### config.mk
export PLATFORM = sky130hd
export DESIGN_NAME = pc_stack
export DESIGN_NICKNAME = d
export VERILOG_FILES = /design/src/rtl/pc_stack.sv
export SDC_FILE = /design/constraint.sdc
export NUM_CORES = 1
export LEC_CHECK = 0
export ABC_CLOCK_PERIOD_IN_PS = 2009
export CELL_PAD_IN_SITES_DETAIL_PLACEMENT = 2
export CELL_PAD_IN_SITES_GLOBAL_PLACEMENT = 2
export CORE_MARGIN = 10
export CORE_UTILIZATION = 30
export CTS_BUF_LIST = sky130_fd_sc_hd__clkbuf_16
export DETAILED_ROUTE_END_ITERATION = 12
export PLACE_DENSITY = 0.75
export SYNTH_ARGS = -nofsm -noshare
export SYNTH_HDL_FRONTEND = slang
export SYNTH_SLANG_ARGS = --single-unit
### constraint.sdc
create_clock -name clock -period 2.01 [get_ports clock]
set_input_delay 0.5025 -clock clock [delete_from_list [all_inputs] [get_ports clock]]
set_output_delay 0.5025 -clock clock [all_outputs]
set_load 0.05 [all_outputs]
### src/rtl/pc_stack.sv
//==============================================================================
// Module      : pc_stack
// Description : Program counter with a small hardware return-address stack.
//               Supports increment, jump (load), call (push return address and
//               jump) and return (pop into the program counter), with sticky
//               overflow/underflow flags and a wrap-around build option.
// Revision    : 1.0 - initial release
//------------------------------------------------------------------------------
// Parameters
//   ADDR_W    : program counter / return-address width in bits (default 12)
//   DEPTH     : number of return-stack entries, legal range 2..16 (default 4)
//
// Build option
//   PC_STACK_WRAP_EN : when defined, a call on a full stack discards the
//                      oldest entry and pushes the new return address on top
//                      (overflow untouched). When undefined, a call on a full
//                      stack leaves the stack alone and sets overflow.
//
// Ports
//   clock       in   rising-edge clock for all state
//   reset       in   asynchronous, active-high reset
//   enable      in   increment pc by 1
//   load        in   jump: pc takes load_data
//   call        in   push pc+1, pc takes load_data
//   ret         in   pop top of stack into pc
//   flag_clr    in   clear sticky overflow/underflow
//   load_data   in   [ADDR_W]            jump/call target address
//   pc          out  [ADDR_W]            registered program counter
//   depth       out  [clog2(DEPTH+1)]    registered count of valid entries
//   stack_full  out  depth == DEPTH
//   stack_empty out  depth == 0
//   overflow    out  sticky: call attempted while full (non-wrap build)
//   underflow   out  sticky: ret attempted while empty
//
// Command priority on each edge: ret > call > load > enable.
//==============================================================================

`default_nettype none

module pc_stack #(
    parameter int ADDR_W = 12,
    parameter int DEPTH  = 4
) (
    input  logic                       clock,
    input  logic                       reset,
    input  logic                       enable,
    input  logic                       load,
    input  logic                       call,
    input  logic                       ret,
    input  logic                       flag_clr,
    input  logic [ADDR_W-1:0]          load_data,
    output logic [ADDR_W-1:0]          pc,
    output logic [$clog2(DEPTH+1)-1:0] depth,
    output logic                       stack_full,
    output logic                       stack_empty,
    output logic                       overflow,
    output logic                       underflow
);

    localparam int DW = $clog2(DEPTH + 1);

    localparam logic [DW-1:0] C_DEPTH_FULL = DW'(DEPTH);
    localparam logic [DW-1:0] C_DEPTH_ZERO = '0;

    //--------------------------------------------------------------------------
    // State
    //--------------------------------------------------------------------------
    logic [ADDR_W-1:0] pc_q;
    logic [ADDR_W-1:0] pc_d;
    logic [DW-1:0]     depth_q;
    logic [DW-1:0]     depth_d;
    logic              overflow_q;
    logic              overflow_d;
    logic              underflow_q;
    logic              underflow_d;
    logic [ADDR_W-1:0] stack_q [DEPTH];
    logic [ADDR_W-1:0] stack_d [DEPTH];

    //--------------------------------------------------------------------------
    // Helper signals
    //--------------------------------------------------------------------------
    logic [ADDR_W-1:0] pc_inc;       // return address / increment target
    logic [ADDR_W-1:0] top_entry;    // stack[depth-1], valid only when not empty
    logic              is_full;
    logic              is_empty;
    logic              set_overflow;
    logic              set_underflow;

    assign pc_inc   = pc_q + ADDR_W'(1);
    assign is_full  = (depth_q == C_DEPTH_FULL);
    assign is_empty = (depth_q == C_DEPTH_ZERO);

    // Top-of-stack read. A compare-select loop is used instead of a direct
    // array index so the depth counter (one bit wider than the entry index
    // for power-of-two DEPTH) never has to be truncated.
    always_comb begin
        top_entry = '0;
        for (int i = 0; i < DEPTH; i++) begin
            if (DW'(i) == (depth_q - DW'(1))) begin
                top_entry = stack_q[i];
            end
        end
    end

    //--------------------------------------------------------------------------
    // Next-state logic
    //--------------------------------------------------------------------------
    always_comb begin
        pc_d          = pc_q;
        depth_d       = depth_q;
        stack_d       = stack_q;
        set_overflow  = 1'b0;
        set_underflow = 1'b0;

        if (ret) begin
            if (!is_empty) begin
                pc_d    = top_entry;
                depth_d = depth_q - DW'(1);
            end else begin
                // Return with nothing stacked: pc holds, flag the fault.
                set_underflow = 1'b1;
            end
        end else if (call) begin
            pc_d = load_data;
            if (!is_full) begin
                for (int i = 0; i < DEPTH; i++) begin
                    if (DW'(i) == depth_q) begin
                        stack_d[i] = pc_inc;
                    end
                end
                depth_d = depth_q + DW'(1);
            end else begin
`ifdef PC_STACK_WRAP_EN
                // Drop the oldest entry (slot 0), shift everything down and
                // place the new return address on top. Depth stays at DEPTH.
                for (int i = 0; i < DEPTH - 1; i++) begin
                    stack_d[i] = stack_q[i+1];
                end
                stack_d[DEPTH-1] = pc_inc;
`else
                // Stack contents are preserved; the lost return address is
                // reported through the sticky overflow flag.
                set_overflow = 1'b1;
`endif
            end
        end else if (load) begin
            pc_d = load_data;
        end else if (enable) begin
            pc_d = pc_inc;
        end
    end

    // Sticky flags: a setting event on the same edge beats flag_clr.
    always_comb begin
        overflow_d  = (overflow_q  & ~flag_clr) | set_overflow;
        underflow_d = (underflow_q & ~flag_clr) | set_underflow;
    end

    //--------------------------------------------------------------------------
    // Registers
    //--------------------------------------------------------------------------
    always_ff @(posedge clock or posedge reset) begin
        if (reset) begin
            pc_q        <= '0;
            depth_q     <= '0;
            overflow_q  <= 1'b0;
            underflow_q <= 1'b0;
            for (int i = 0; i < DEPTH; i++) begin
                stack_q[i] <= '0;
            end
        end else begin
            pc_q        <= pc_d;
            depth_q     <= depth_d;
            overflow_q  <= overflow_d;
            underflow_q <= underflow_d;
            for (int i = 0; i < DEPTH; i++) begin
                stack_q[i] <= stack_d[i];
            end
        end
    end

    //--------------------------------------------------------------------------
    // Outputs
    //--------------------------------------------------------------------------
    assign pc          = pc_q;
    assign depth       = depth_q;
    assign stack_full  = is_full;
    assign stack_empty = is_empty;
    assign overflow    = overflow_q;
    assign underflow   = underflow_q;

endmodule

`default_nettype wire
==> run_results.csv, run 1 <==
group,metric,value,unit
drt,iter_0_drt_violations,176,
drt,drt_pre_antenna_iters,4,
die,placementRows,40,
timing,timing.clock.skew,0.00954,ns
worst_setup_path,worstSetupEndpointType,"register",
drt,post-route-drc-count,0,
yosys,synth-seq-area-share,44.4,%
drt,dr_wl_met2,7.31,mm
die,area_of_the_placeable_core,12000,µm²
grt,first_global_vias,3993,
clocking,cts_max_level,3,
clocking,inserted_clock_buffers,9,
place,placedInstanceArea,4540,µm²
worst_setup_path,timing.setup.critical_path_class,"reg2reg",
drt,vias,3502,
timing,hold_fails_final_rpt,0,
clocking,clkTransAtPathRegs,0.05,ns
power_and_ir_drop,cellLeakagePower,2.09,nW
grt,antenna_found_initial,0,
die,die_area,17000,µm²
yosys,synthCells,406,
die,die_height,130,µm
timing,fin_setup_tns,0,ns
die,initial_core_util,30.6,%
grt,maximum_number_of_pins_on_one_net_before_global_route_repair,66,
grt,grt_use_total,17.7,%
drt,vias_per_cell,5.49,
yosys,yosys_register_bits,65,
yosys,mappedNetlistNets,432,
drt,drt.antenna.violating_nets,0,
timing,tightest_slew_margin_relative_to_the_limit,57.3,%
yosys,yosysMostFrequentCell,"dfrtp_1",
place,place.detailed.hpwl,10.1,mm
cells_and_area,final_design_area_no_fill,4900,µm²
die,design.portCount,38,
place,place_worst_setup_slack,-0.303,ns
yosys,syn_area,3660,µm²
worst_setup_path,worst-r2r-setup-slack,0.04,ns
worst_setup_path,required_time_of_the_critical_path,2.23,ns
clocking,clock_tree_from_tritoncts,"built",
yosys,synth_enable_flop_cells,0,
yosys,syn-mean-instance-area,9.02,µm²
power_and_ir_drop,powerDensity,1750,nW/µm²
worst_setup_path,critical_path.startpoint_type,"register",
drt,maxUsedRoutingLayer,"met4",
clocking,clock-root-buffer,"clkbuf_16",
place,place.port_buffers,37,
timing,setup_viol,0,
drt,met3_wirelength,497,µm
cells_and_area,layout.filler_cells,1285,
place,gp_congestion,0.824,
timing,rsz0062_at_grt,"true",
cells_and_area,layout-drive-gt1-share,26.7,%
grt,global_route_wire_length_before_repair,23.2,mm
hold_path,worst_hold_path_type,"reg2reg",
drt,route.final.wire_length,14.4,mm
cells_and_area,final_cell_utilization_of_the_core,41.0,%
die,die_span_in_x,130,µm
power_and_ir_drop,p_total,8.58,mW
yosys,dominantRegCellSynth,"dfrtp_1",
cells_and_area,area_delta_synth_final,34.0,%
cells_and_area,fin_cells,638,
timing,maxSlewViolCount,0,
timing,final_period_minus_worst_setup_slack,1.97,ns
power_and_ir_drop,worst_vdd_rail_ir_drop,0.000461,V
yosys,synth_warnings,0,
clocking,cts.sinks,65,
yosys,netlist_top_cells_area,"dfrtp_1 44%, a21oi_1 7.0%, nor2_1 6.2%",
yosys,ys_async_sr_fraction,100,%
clocking,clk_latency,0.34,ns
timing,setup_ws,0.0357,ns
grt,overflow,0,
drt,drt-met1-wl,6.26,mm
cells_and_area,final_nets,513,
yosys,netlist_top_cells_count,"65 x dfrtp_1, 60 x nor2_1, 51 x a21oi_1, 30 x nand2_1, 18 x o21ai_0",
yosys,yosysUniqueCellTypes,69,
cells_and_area,number_of_inserted_diodes,0,
clocking,cts-root-to-sink-buffers,2,
drt,detail_route.wl_per_cell,22.5,µm
timing,fin_crit_sh,98.2,%
yosys,synthDominantAreaCellType,"dfrtp_1",
yosys,synth_top_area_share,44.4,%
place,post-place-cells,616,
timing,hold-worst-slack,0.513,ns
worst_setup_path,worst_ep_arrival_time,2.20,ns
job,max_cap_violations,0,
status,run_status,"finished, final reports clean",
timing,worst_slew_pin_slew,0.636,ns
timing,fmaxAchievable,507,MHz
worst_setup_path,critPathMaxFanout,6,
-- area by class of cell --
| cell class | instances | area [µm²] | share of cell area [%] |
|---|---|---|---|
| well taps | 147 | 184 | 3.75 |
| multi-input cells | 296 | 1880 | 38.2 |
| clock inverters | 6 | 52.6 | 1.07 |
| repair buffers | 99 | 866 | 17.7 |
| clock buffers | 9 | 225 | 4.59 |
| inverters | 16 | 71.3 | 1.45 |
| flip-flops and latches | 65 | 1630 | 33.2 |
-- state kept, by name, indices dropped and copies added, names as in the netlist --
signal and cells:
depth 3, stack_q 48, pc 12, overflow 1
underflow 1
-- critical path, cell delays in order, from the launching register on --
cell and delay (ns):
dfrtp_2 0.42, inv_4 0.07, ha_1 0.33, xnor2_2 0.36
o2111a_1 0.31, a21oi_1 0.09, a211oi_1 0.29
-- repair_timing --
action | CTS | global route
endpoints found under the setup margin | 8 | 31
buffers inserted | 4 | 3
hold buffers | 0 | 0
resized for setup | 5 | 6
endpoints found under the hold margin | 0 | 0
pin swaps | 2 | 1
-- cells by family (layout without fill, tap and decap cells) --
logic type	Yosys count	after routing	share of synthesized area (%)
xor+xnor	11	11	2.84
mux	7	7	2.05
compound gates	122	122	21.6
buf+inv	45	130	5.57
fa+ha+maj	7	7	2.39
flops	65	65	44.4
simple gates	149	149	21.1
-- path summary, 6_finish.rpt --
kind / end / cells past startpoint / from
worst max-delay path: pc[11] / 6 / depth[0]
worst min-delay path: stack_q[13] / 1 / stack_q[13]
worst max register to register: pc[11] / 6 / depth[0]
worst min register to register: stack_q[13] / 1 / stack_q[13]
max in group asynchronous: stack_q[16] / 3 / reset
min in group asynchronous: depth[1] / 3 / reset
-- layout by cell type, fill, tap and decap left out, types with 9 or more instances in the layout --
| cell | instances |
|---|---|
| clkdlybuf4s50_1 | 17 |
| nor2_1 | 59 |
| buf_4 | 75 |
| o211ai_1 | 9 |
| a21oi_1 | 51 |
| clkbuf_16 | 9 |
| nand2_1 | 28 |
| inv_1 | 14 |
| dfrtp_1 | 62 |
| o21ai_0 | 18 |
-- layer usage --
metal  global-route usage [%]  vias up
li1                         -     1599
met4                     6.08        0
met5                        0        -
met3                     3.71       29
met2                     30.9       82
met1                     21.1     1792
-- power by group --
| group | leakage (nW) | total [mW] | switching [mW] | internal [mW] |
|---|---|---|---|---|
| sequential | 0.780 | 2.49 | 0.556 | 1.93 |
| combinational | 1.17 | 4.57 | 2.77 | 1.80 |
| clock | 0.147 | 1.52 | 0.579 | 0.937 |
(Power assumes the default switching activity.)
==> run 2, diff against run 1 <==
--- a/config.mk
+++ b/config.mk
@@ -8,11 +8,11 @@
 export ABC_CLOCK_PERIOD_IN_PS = 2009
 export CELL_PAD_IN_SITES_DETAIL_PLACEMENT = 2
 export CELL_PAD_IN_SITES_GLOBAL_PLACEMENT = 2
-export CORE_MARGIN = 10
-export CORE_UTILIZATION = 30
+export CORE_UTILIZATION = 32
 export CTS_BUF_LIST = sky130_fd_sc_hd__clkbuf_16
+export CTS_CLUSTER_SIZE = 24
 export DETAILED_ROUTE_END_ITERATION = 12
-export PLACE_DENSITY = 0.75
+export PLACE_DENSITY = 0.79
 export SYNTH_ARGS = -nofsm -noshare
 export SYNTH_HDL_FRONTEND = slang
 export SYNTH_SLANG_ARGS = --single-unit
==> run_results.csv, run 2 (same netlist as run 1, synthesis figures left out) <==
group,metric,value,unit
grt,grt.busiest_layer,"met2",
worst_setup_path,critical_path.startpoint_type,"primary input",
worst_setup_path,critPathMaxFanout,8,
grt,overflow,0,
place,place.port_buffers,37,
worst_setup_path,worst_r2r_path_depth,7,
place,placedInstanceArea,4540,µm²
power_and_ir_drop,power.share.sequential,29.9,%
die,die_area,11900,µm²
worst_setup_path,timing.setup.critical_path_class,"in2reg",
cells_and_area,most-common-layout-cells,"65 x buf_4, 62 x dfrtp_1, 59 x nor2_1",
cells_and_area,layout-drive-gt1-share,25.5,%
timing,fin_crit_sh,98.3,%
drt,iter_0_drt_violations,242,
drt,drt.antenna.violating_nets,0,
clocking,cts.sinks,65,
drt,vias,3520,
cells_and_area,biggest_register,"stack_q",
status,run_status,"finished, final reports clean",
drt,post-route-drc-count,0,
clocking,clk_latency,0.33,ns
cells_and_area,final_nets,506,
power_and_ir_drop,cellLeakagePower,2.05,nW
grt,groute.layer.met3.usage,3.89,%
power_and_ir_drop,powerDensity,1730,nW/µm²
timing,tightest_slew_margin_relative_to_the_limit,54.7,%
cells_and_area,most_frequent_standard_cell_in_the_layout_excluding_fill_and_tap_cells,"buf_4",
cells_and_area,final_cell_utilization_of_the_core,44.0,%
die,design.portCount,38,
drt,drt_pre_antenna_iters,4,
power_and_ir_drop,power_frac_comb,53.8,%
cells_and_area,max_ffs_per_register,48,
timing,timing.clock.skew,0.00679,ns
cells_and_area,layout.filler_cells,1189,
grt,grt_use_total,26.9,%
place,gp_congestion,0.797,
cells_and_area,number_of_inserted_diodes,0,
die,area_of_the_placeable_core,11000,µm²
die,initial_core_util,33.3,%
worst_setup_path,required_time_of_the_critical_path,2.27,ns
place,place.detailed.hpwl,10.4,mm
grt,use_met1,32.4,%
power_and_ir_drop,pwr-share-clk,16.2,%
timing,rsz0062_at_grt,"false",
grt,first_global_vias,4097,
grt,global_route_wire_length_before_repair,23.3,mm
clocking,cts-root-to-sink-buffers,2,
worst_setup_path,worstSetupEndpointType,"register",
hold_path,worst_hold_path_type,"in2async",
power_and_ir_drop,power_switching_share,46.7,%
timing,maxSlewViolCount,0,
clocking,clock-root-buffer,"clkbuf_16",
die,placementRows,38,
worst_setup_path,worst_ep_arrival_time,2.24,ns
timing,setup_viol,0,
grt,maximum_number_of_pins_on_one_net_before_global_route_repair,30,
clocking,clkTransAtPathRegs,0.06,ns
clocking,cts_max_level,3,
power_and_ir_drop,p_sw,3.92,mW
timing,worst_slew_pin_slew,0.675,ns
clocking,clock_tree_from_tritoncts,"built",
cells_and_area,final_design_area_no_fill,4840,µm²
die,die_span_in_x,109,µm
drt,detail_route.wl_per_cell,23.6,µm
die,die_height,109,µm
timing,hold_fails_final_rpt,0,
drt,vias_per_cell,5.66,
power_and_ir_drop,worst_vdd_rail_ir_drop,0.000699,V
power_and_ir_drop,internal_power,4.46,mW
grt,grt_use_met2,46.6,%
job,max_cap_violations,0,
timing,final_period_minus_worst_setup_slack,1.98,ns
timing,fmaxAchievable,506,MHz
grt,antenna_found_initial,0,
drt,route.final.wire_length,14.7,mm
cells_and_area,area_delta_synth_final,32.1,%
clocking,inserted_clock_buffers,9,
-- run 2: final timing paths --
| check | slack [ns] | to | from |
|---|---|---|---|
| setup / recovery | 0.03 | pc[6] | load |
| hold / removal | 0.52 | stack_q[1] | reset |
| setup reg to reg | 0.10 | pc[11] | depth[0] |
| hold reg to reg | 0.52 | stack_q[33] | stack_q[33] |
| max in group asynchronous | 0.99 | stack_q[20] | reset |
| min in group clock | 0.52 | stack_q[33] | stack_q[33] |
-- run 2: layout make-up --
cell class,count,area (µm²),share of cell area (%)
Clock inverter,4,16.3,0.336
Inverter,16,71.3,1.47
Multi-Input combinational cell,296,1880,38.8
Sequential cell,65,1630,33.7
Tap cell,140,175,3.62
Clock buffer,9,225,4.66
Timing Repair Buffer,92,842,17.4
-- run 2: per-stage QoR --
step                setup TNS, ns  total power, mW  instances  hold slack, ns  worst slack (ns)
floorplan                       0             4.97        406           0.473            0.0234
global placement            -4.11             6.50        607           0.490            -0.206
detailed placement          -9.55             6.76        607           0.501            -0.316
CTS                             0             8.35        623           0.527            0.0109
global route                    0             8.86        622           0.551           0.00357
finish                          0             8.38        622           0.522            0.0337
-- run 2: metal layers --
metal  up-vias  routed length, µm  share of wire, %
li1       1584                  -                 -
met1      1815               6220                42
met2        96               7570                52
met3        25                528               3.6
met4         0                374               2.5
met5         -                  0                 0
-- run 2: timing repair --
action | CTS | global route
setup endpoints to repair | 4 | 13
buffers inserted | 3 | 0
hold buffers | 0 | 0
pin swaps | 1 | 3
cloned | 0 | 0
resized for setup | 5 | 10
-- run 2: power by group through the flow --
stage	combinational, mW	clock, mW	sequential [mW]
2_1_floorplan	2.15	0	2.82
3_3_place_gp	4.09	0	2.42
3_5_place_dp	4.27	0	2.49
4_1_cts	4.47	1.39	2.50
5_1_grt	4.85	1.43	2.58
6_report	4.51	1.36	2.51
-- run 2: worst max-delay path, cell delays in order --
cell,delay [ns]
clkdlybuf4s50_1,0.53
or4b_1,0.72
o21ba_1,0.27
o21ai_0,0.09
nand4_1,0.12
